==> src/rtl/mul_pkg.sv <==
// Shared definitions for the shift-add multiplier sequencer: state codes and default operand width.
package mul_pkg;

    localparam int unsigned DEFAULT_WIDTH = 32;

    typedef logic [1:0] state_t;

    localparam state_t IDLE  = 2'd0;
    localparam state_t LOAD  = 2'd1;
    localparam state_t SHIFT = 2'd2;
    localparam state_t DONE  = 2'd3;

endpackage

==> src/rtl/multiplier_control_if.sv <==
// Control/status bundle between the multiplier sequencer (slave) and the datapath side (master).
interface multiplier_control_if
    import mul_pkg::*;
#(
    parameter int unsigned WIDTH = DEFAULT_WIDTH,
    parameter int unsigned CNT_W = $clog2(WIDTH) + 1
) ();

    logic             start;
    logic             lsb;
    logic             wrctrl;
    logic             addctrl;
    logic             strctrl;
    logic             ready;
    logic             done;
    logic [CNT_W-1:0] count;

    modport master (
        output start, lsb,
        input  wrctrl, addctrl, strctrl, ready, done, count
    );

    modport slave (
        input  start, lsb,
        output wrctrl, addctrl, strctrl, ready, done, count
    );

endinterface

==> src/rtl/mul_iter_counter.sv <==
// Iteration counter: synchronous clear, saturating increment at WIDTH, terminal flag at WIDTH-1.
module mul_iter_counter
    import mul_pkg::*;
#(
    parameter int unsigned WIDTH = DEFAULT_WIDTH,
    parameter int unsigned CNT_W = $clog2(WIDTH) + 1
) (
    input  logic             clk,
    input  logic             rst,
    input  logic             clear,
    input  logic             enable,
    output logic [CNT_W-1:0] count,
    output logic             terminal
);

    localparam logic [CNT_W-1:0] LAST = CNT_W'(WIDTH - 1);
    localparam logic [CNT_W-1:0] FULL = CNT_W'(WIDTH);

    always_ff @(posedge clk) begin
        if (rst || clear) begin
            count <= '0;
        end else if (enable && count != FULL) begin
            count <= count + CNT_W'(1);
        end
    end

    always_comb terminal = (count == LAST);

endmodule

==> src/rtl/multiplier_control.sv <==
// Shift-add multiplier sequencer: one product load, WIDTH add/shift iterations, one done cycle.
module multiplier_control
    import mul_pkg::*;
#(
    parameter int unsigned WIDTH = DEFAULT_WIDTH,
    parameter int unsigned CNT_W = $clog2(WIDTH) + 1
) (
    input  logic                  clk,
    input  logic                  rst,
    multiplier_control_if.slave   bus
);

    state_t           state;
    state_t           next_state;
    logic             terminal;
    logic [CNT_W-1:0] iter_count;

    always_comb begin
        next_state = state;
        case (state)
            IDLE:    if (bus.start) next_state = LOAD;
            LOAD:    next_state = SHIFT;
            SHIFT:   if (terminal) next_state = DONE;
            DONE:    next_state = bus.start ? LOAD : IDLE;
            default: next_state = IDLE;
        endcase
    end

    // Clearing on LOAD entry makes count read 0 for the whole LOAD cycle.
    mul_iter_counter #(
        .WIDTH (WIDTH),
        .CNT_W (CNT_W)
    ) u_iter_counter (
        .clk      (clk),
        .rst      (rst),
        .clear    (next_state == LOAD),
        .enable   (state == SHIFT),
        .count    (iter_count),
        .terminal (terminal)
    );

    always_comb bus.count = iter_count;

    // Registered outputs are decoded from next_state so they line up with the state they describe.
    always_ff @(posedge clk) begin
        if (rst) begin
            state       <= IDLE;
            bus.wrctrl  <= 1'b0;
            bus.strctrl <= 1'b0;
            bus.done    <= 1'b0;
            bus.ready   <= 1'b1;
        end else begin
            state       <= next_state;
            bus.wrctrl  <= (next_state == LOAD);
            bus.strctrl <= (next_state == SHIFT);
            bus.done    <= (next_state == DONE);
            bus.ready   <= (next_state == IDLE) || (next_state == DONE);
        end
    end

    always_comb bus.addctrl = (state == SHIFT) && bus.lsb;

endmodule

==> src/flat_wrapper.sv <==
// flat-port wrapper written by rule: the top's interface ports become plain ports
module multiplier_control_flat import mul_pkg::*;
#(
    parameter int unsigned WIDTH = DEFAULT_WIDTH,
    parameter int unsigned CNT_W = $clog2(WIDTH) + 1
)
  (clk, rst, bus_start, bus_lsb, bus_wrctrl, bus_addctrl, bus_strctrl, bus_ready, bus_done, bus_count);
  multiplier_control_if #(.WIDTH(WIDTH), .CNT_W(CNT_W)) bus_i ();
  input  logic clk;
  input  logic rst;
  input wire logic [$bits(bus_i.start)-1:0] bus_start;
  input wire logic [$bits(bus_i.lsb)-1:0] bus_lsb;
  output wire logic [$bits(bus_i.wrctrl)-1:0] bus_wrctrl;
  output wire logic [$bits(bus_i.addctrl)-1:0] bus_addctrl;
  output wire logic [$bits(bus_i.strctrl)-1:0] bus_strctrl;
  output wire logic [$bits(bus_i.ready)-1:0] bus_ready;
  output wire logic [$bits(bus_i.done)-1:0] bus_done;
  output wire logic [$bits(bus_i.count)-1:0] bus_count;
  assign bus_i.start = bus_start;
  assign bus_i.lsb = bus_lsb;
  assign bus_wrctrl = bus_i.wrctrl;
  assign bus_addctrl = bus_i.addctrl;
  assign bus_strctrl = bus_i.strctrl;
  assign bus_ready = bus_i.ready;
  assign bus_done = bus_i.done;
  assign bus_count = bus_i.count;
  multiplier_control #(.WIDTH(WIDTH), .CNT_W(CNT_W)) u_core (.clk(clk), .rst(rst), .bus(bus_i));
endmodule
==> config.mk <==
export PLATFORM = sky130hd
export DESIGN_NAME = multiplier_control_flat
export DESIGN_NICKNAME = d
export VERILOG_FILES = /design/src/rtl/mul_pkg.sv /design/src/rtl/multiplier_control_if.sv /design/src/rtl/mul_iter_counter.sv /design/src/rtl/multiplier_control.sv /design/src/flat_wrapper.sv
export SDC_FILE = /design/constraint.sdc
export NUM_CORES = 1
export LEC_CHECK = 0
export CAP_MARGIN = 20
export CORE_AREA = 5 5 42 44
export DETAILED_ROUTE_END_ITERATION = 8
export DIE_AREA = 0 0 47 49
export GPL_TIMING_DRIVEN = 0
export PLACE_DENSITY = 0.85
export SYNTH_ARGS = -nofsm -noshare
export SYNTH_HDL_FRONTEND = slang
export SYNTH_SLANG_ARGS = --single-unit
==> constraint.sdc <==
create_clock -name clk -period 2.8 [get_ports clk]
set_clock_uncertainty 0.05 [all_clocks]
set_input_delay 0.28 -clock clk [delete_from_list [all_inputs] [get_ports clk]]
set_output_delay 0.28 -clock clk [all_outputs]
set_load 0.01 [all_outputs]
==> impl_results.md <==
- Rel. slew slack: 0.8072
- Tmin final: 1.986 ns
- Inserted Clock Buffers: 3
- Fin. Hold Viols: 0
- Cells after synthesis: 62
- RSZ-0062 raised after global routing: no
- Dpl cells: 92
- Rows: 14
- Worst hold margin: 0.4905 ns
- Global-route met1 utilization: 0.1094
- TNS Setup: 0 ns
- CTS tree: built
- Placed Area: 749.5 sq um
- FF+latch count, synth: 12
- Unique cell type count in the Yosys netlist: 20
- Final Wtd Congestion: 0.6875
- Leakage: 0.3245 nW
- Worst reg2reg path depth: 9
- Die Ht: 49 um
- Max-slew violation count: 0
- Crit Path Max Fanout: 6
- Hpwl dp: 904.7 um
- Commonest non-fill, non-tap cell in the layout: clkdlybuf4s50_1
- Vias/cell: 4.885
- Total congestion overflow: 0
- Final #Nets: 93
- Largest net degree at the start of global routing: 9
- Vias in the first global route: 465
- Startpoint class of the critical path: flip-flop
- GRT met2 Usage: 0.2059
- Pwr Density: 585.5 nW/um^2
- Post-Synth Simple-Gate Area: 0.2357
- Num ports: 15
- Status: completed
- Synth warnings: 0
- CP startpoint: u_core.state[0]
- Max Cap Viol: 0
- Crit path capture: u_core.u_iter_counter.count[1]
- Crit Path Category: reg -> reg
- Post-cts hold buffer count: 0
- Fill cells: 136
- Register area share after synthesis: 0.4076
- Critical Path Max Stage Delay: 0.35 ns
- Initial Util: 0.4205
- Clock Sinks: 12
- Layer with the highest usage: met2
- Final core occ: 0.5607
- Number of DRC markers in iteration 0: 6
- DR WL/cell: 12.14 um
- XOR/XNOR Fraction of Synth Area: 0.02972
- Port Buffers: 14
- Area grow syn2layout: 33.33%
- Antenna violations before repair: 0
- Most frequent cells in the layout: clkdlybuf4s50_1 (14), dfxtp_1 (12), ha_1 (8)
- Min-Delay Path Class: reg -> reg
- Die width: 47 um
- R2R Path End: u_core.u_iter_counter.count[1]
- CTS root buf: clkbuf_4
- Synth Area in Compound Gates: 0.07856
- Syn_area_per_cell: 9.505 sq um
- Cell Area, Synth: 589.3 sq um
- CTS-repair resized insts: 0
- Number of remaining DRC errors: 0
- Post-route ant nets: 0
- Clk Latency, worst-skew pair: 0.27 ns
- Share of layout cells above drive strength 1: 0.1250
- Die ar.: 2303 sq um
- Final setup fails: 0
- Peak VDD IR: 292.9 uV
- Critical path's slowest cell: dfxtp_1
- Core Region: 1401 sq um
- Syn Nets: 74
- Largest family of logic cells by synthesized area: simple AND/OR/NAND/NOR gates
- Mux share of post-synthesis cell area: 0.03397
- Vias: 469
- Clk buf depth: 2
- R2R Path Start: u_core.state[0]
- Worst slew pin tran: 0.2881 ns
- DR pass1 iterations: 3
- # diodes: 0
- First-pass GRT wire length: 1883 um
- Total track usage: 0.1132
- CTS clk-pin slew, worst paths: 0.07 ns
- Req. time, crit path: 2.95 ns
- Post-synthesis adder-cell area fraction: 0.1699
- Worst reg-to-reg setup slack: 0.81 ns
- Non-filler cells, final: 96
- WP data arrival: 2.14 ns
- Final instance area: 785.8 sq um
- Highest clock rate: 0.5036 GHz
- H-tree levels: 1
- Setup crit end kind: flip-flop
- Cells along the critical path: inv_1 > ha_1 > o21ai_0 > o211a_1 > inv_1 > ha_1 > nor2_1 > nand2_1 > mux2i_1
- Routed wire length: 1165 um
- Met3 usage: 0.02952
- # Post-CTS Setup Buffers: 0
- Fin crit share: 0.7092
cell usage after synthesis:
cell type,number,share of area
nor2_1,4,0.025
xor2_1,2,0.030
nor2b_1,3,0.032
nand2_1,7,0.045
or3_1,2,0.021
a21oi_1,2,0.017
dfxtp_1,12,0.41
nand4_2,1,0.021
inv_1,7,0.045
and4bb_1,1,0.021
nor2_2,1,0.011
ha_1,8,0.17
or3b_1,1,0.015
a21boi_2,1,0.019
o211a_1,1,0.017
and2_2,1,0.013
mux2i_1,2,0.034
nand4_1,1,0.011
or2_2,2,0.021
o21ai_0,3,0.025
power by group:
part           leakage, nW  internal [W]  total, W  switching, W
clock network       0.0210     0.0000789  0.000137     0.0000578
logic                0.206     0.0000639  0.000125     0.0000607
registers           0.0978      0.000189  0.000199    0.00000958
total                0.324      0.000332  0.000460      0.000128
per-stage QoR:
step                 power, W  setup WS [ns]
global route        0.0004923         0.6186
detailed placement  0.0003275         0.8311
finish              0.0004601         0.8144
CTS                 0.0004647         0.8090
global placement    0.0003205         0.8850
floorplan           0.0002752         0.9356
sequential cells by signal (all words and copies together), names as in the netlist:
| signal | count |
|---|---|
| u_core.state | 2 |
| u_core.bus.wrctrl | 1 |
| u_core.bus.done | 1 |
| u_core.bus.strctrl | 1 |
| u_core.bus.ready | 1 |
| u_core.u_iter_counter.count | 6 |
critical path, delay by kind of cell (launching register included):
kind / cells / cell delay, ns
adder cells (fa/ha/maj): 2 / 0.47
buffers and inverters: 2 / 0.14
AND/OR/NAND/NOR: 2 / 0.35
flip-flops: 1 / 0.35
AO/OA/AOI/OAI: 2 / 0.41
multiplexers: 1 / 0.13
cell families (layout without fill, tap and decap cells):
logic type | Yosys count | after routing
fa+ha+maj | 8 | 8
simple gates | 24 | 24
mux | 2 | 2
xor+xnor | 2 | 2
flops | 12 | 12
buf+inv | 7 | 25
compound gates | 7 | 7
cell type report:
type / count / area [sq um] / share of cell area
clock buffer: 4 / 36.28 / 0.04618
multi-input combinational: 43 / 322.8 / 0.4108
inverter: 7 / 26.28 / 0.03344
sequential: 12 / 240.2 / 0.3057
timing repair buffer: 14 / 140.1 / 0.1783
tap: 16 / 20.02 / 0.02548
worst min path at each step:
stage / from / endpoint / slack, ns / cells after the start
3_5_place_dp: u_core.u_iter_counter.count[0] / u_core.u_iter_counter.count[0] / 0.48 / 2
2_1_floorplan: rst / u_core.state[1] / 0.30 / 1
5_1_grt: u_core.u_iter_counter.count[0] / u_core.u_iter_counter.count[0] / 0.52 / 2
3_3_place_gp: u_core.u_iter_counter.count[0] / u_core.u_iter_counter.count[0] / 0.46 / 2
4_1_cts: u_core.u_iter_counter.count[2] / u_core.u_iter_counter.count[2] / 0.49 / 2
6_report: u_core.u_iter_counter.count[0] / u_core.u_iter_counter.count[0] / 0.49 / 2
metal layers:
metal / vias up / part of all wire
met1: 217 / 0.41
li1: 241 / -
met5: - / 0
met2: 9 / 0.53
met3: 2 / 0.061
met4: 0 / 0.0043
Note: power is estimated with default switching activity, not from simulation.
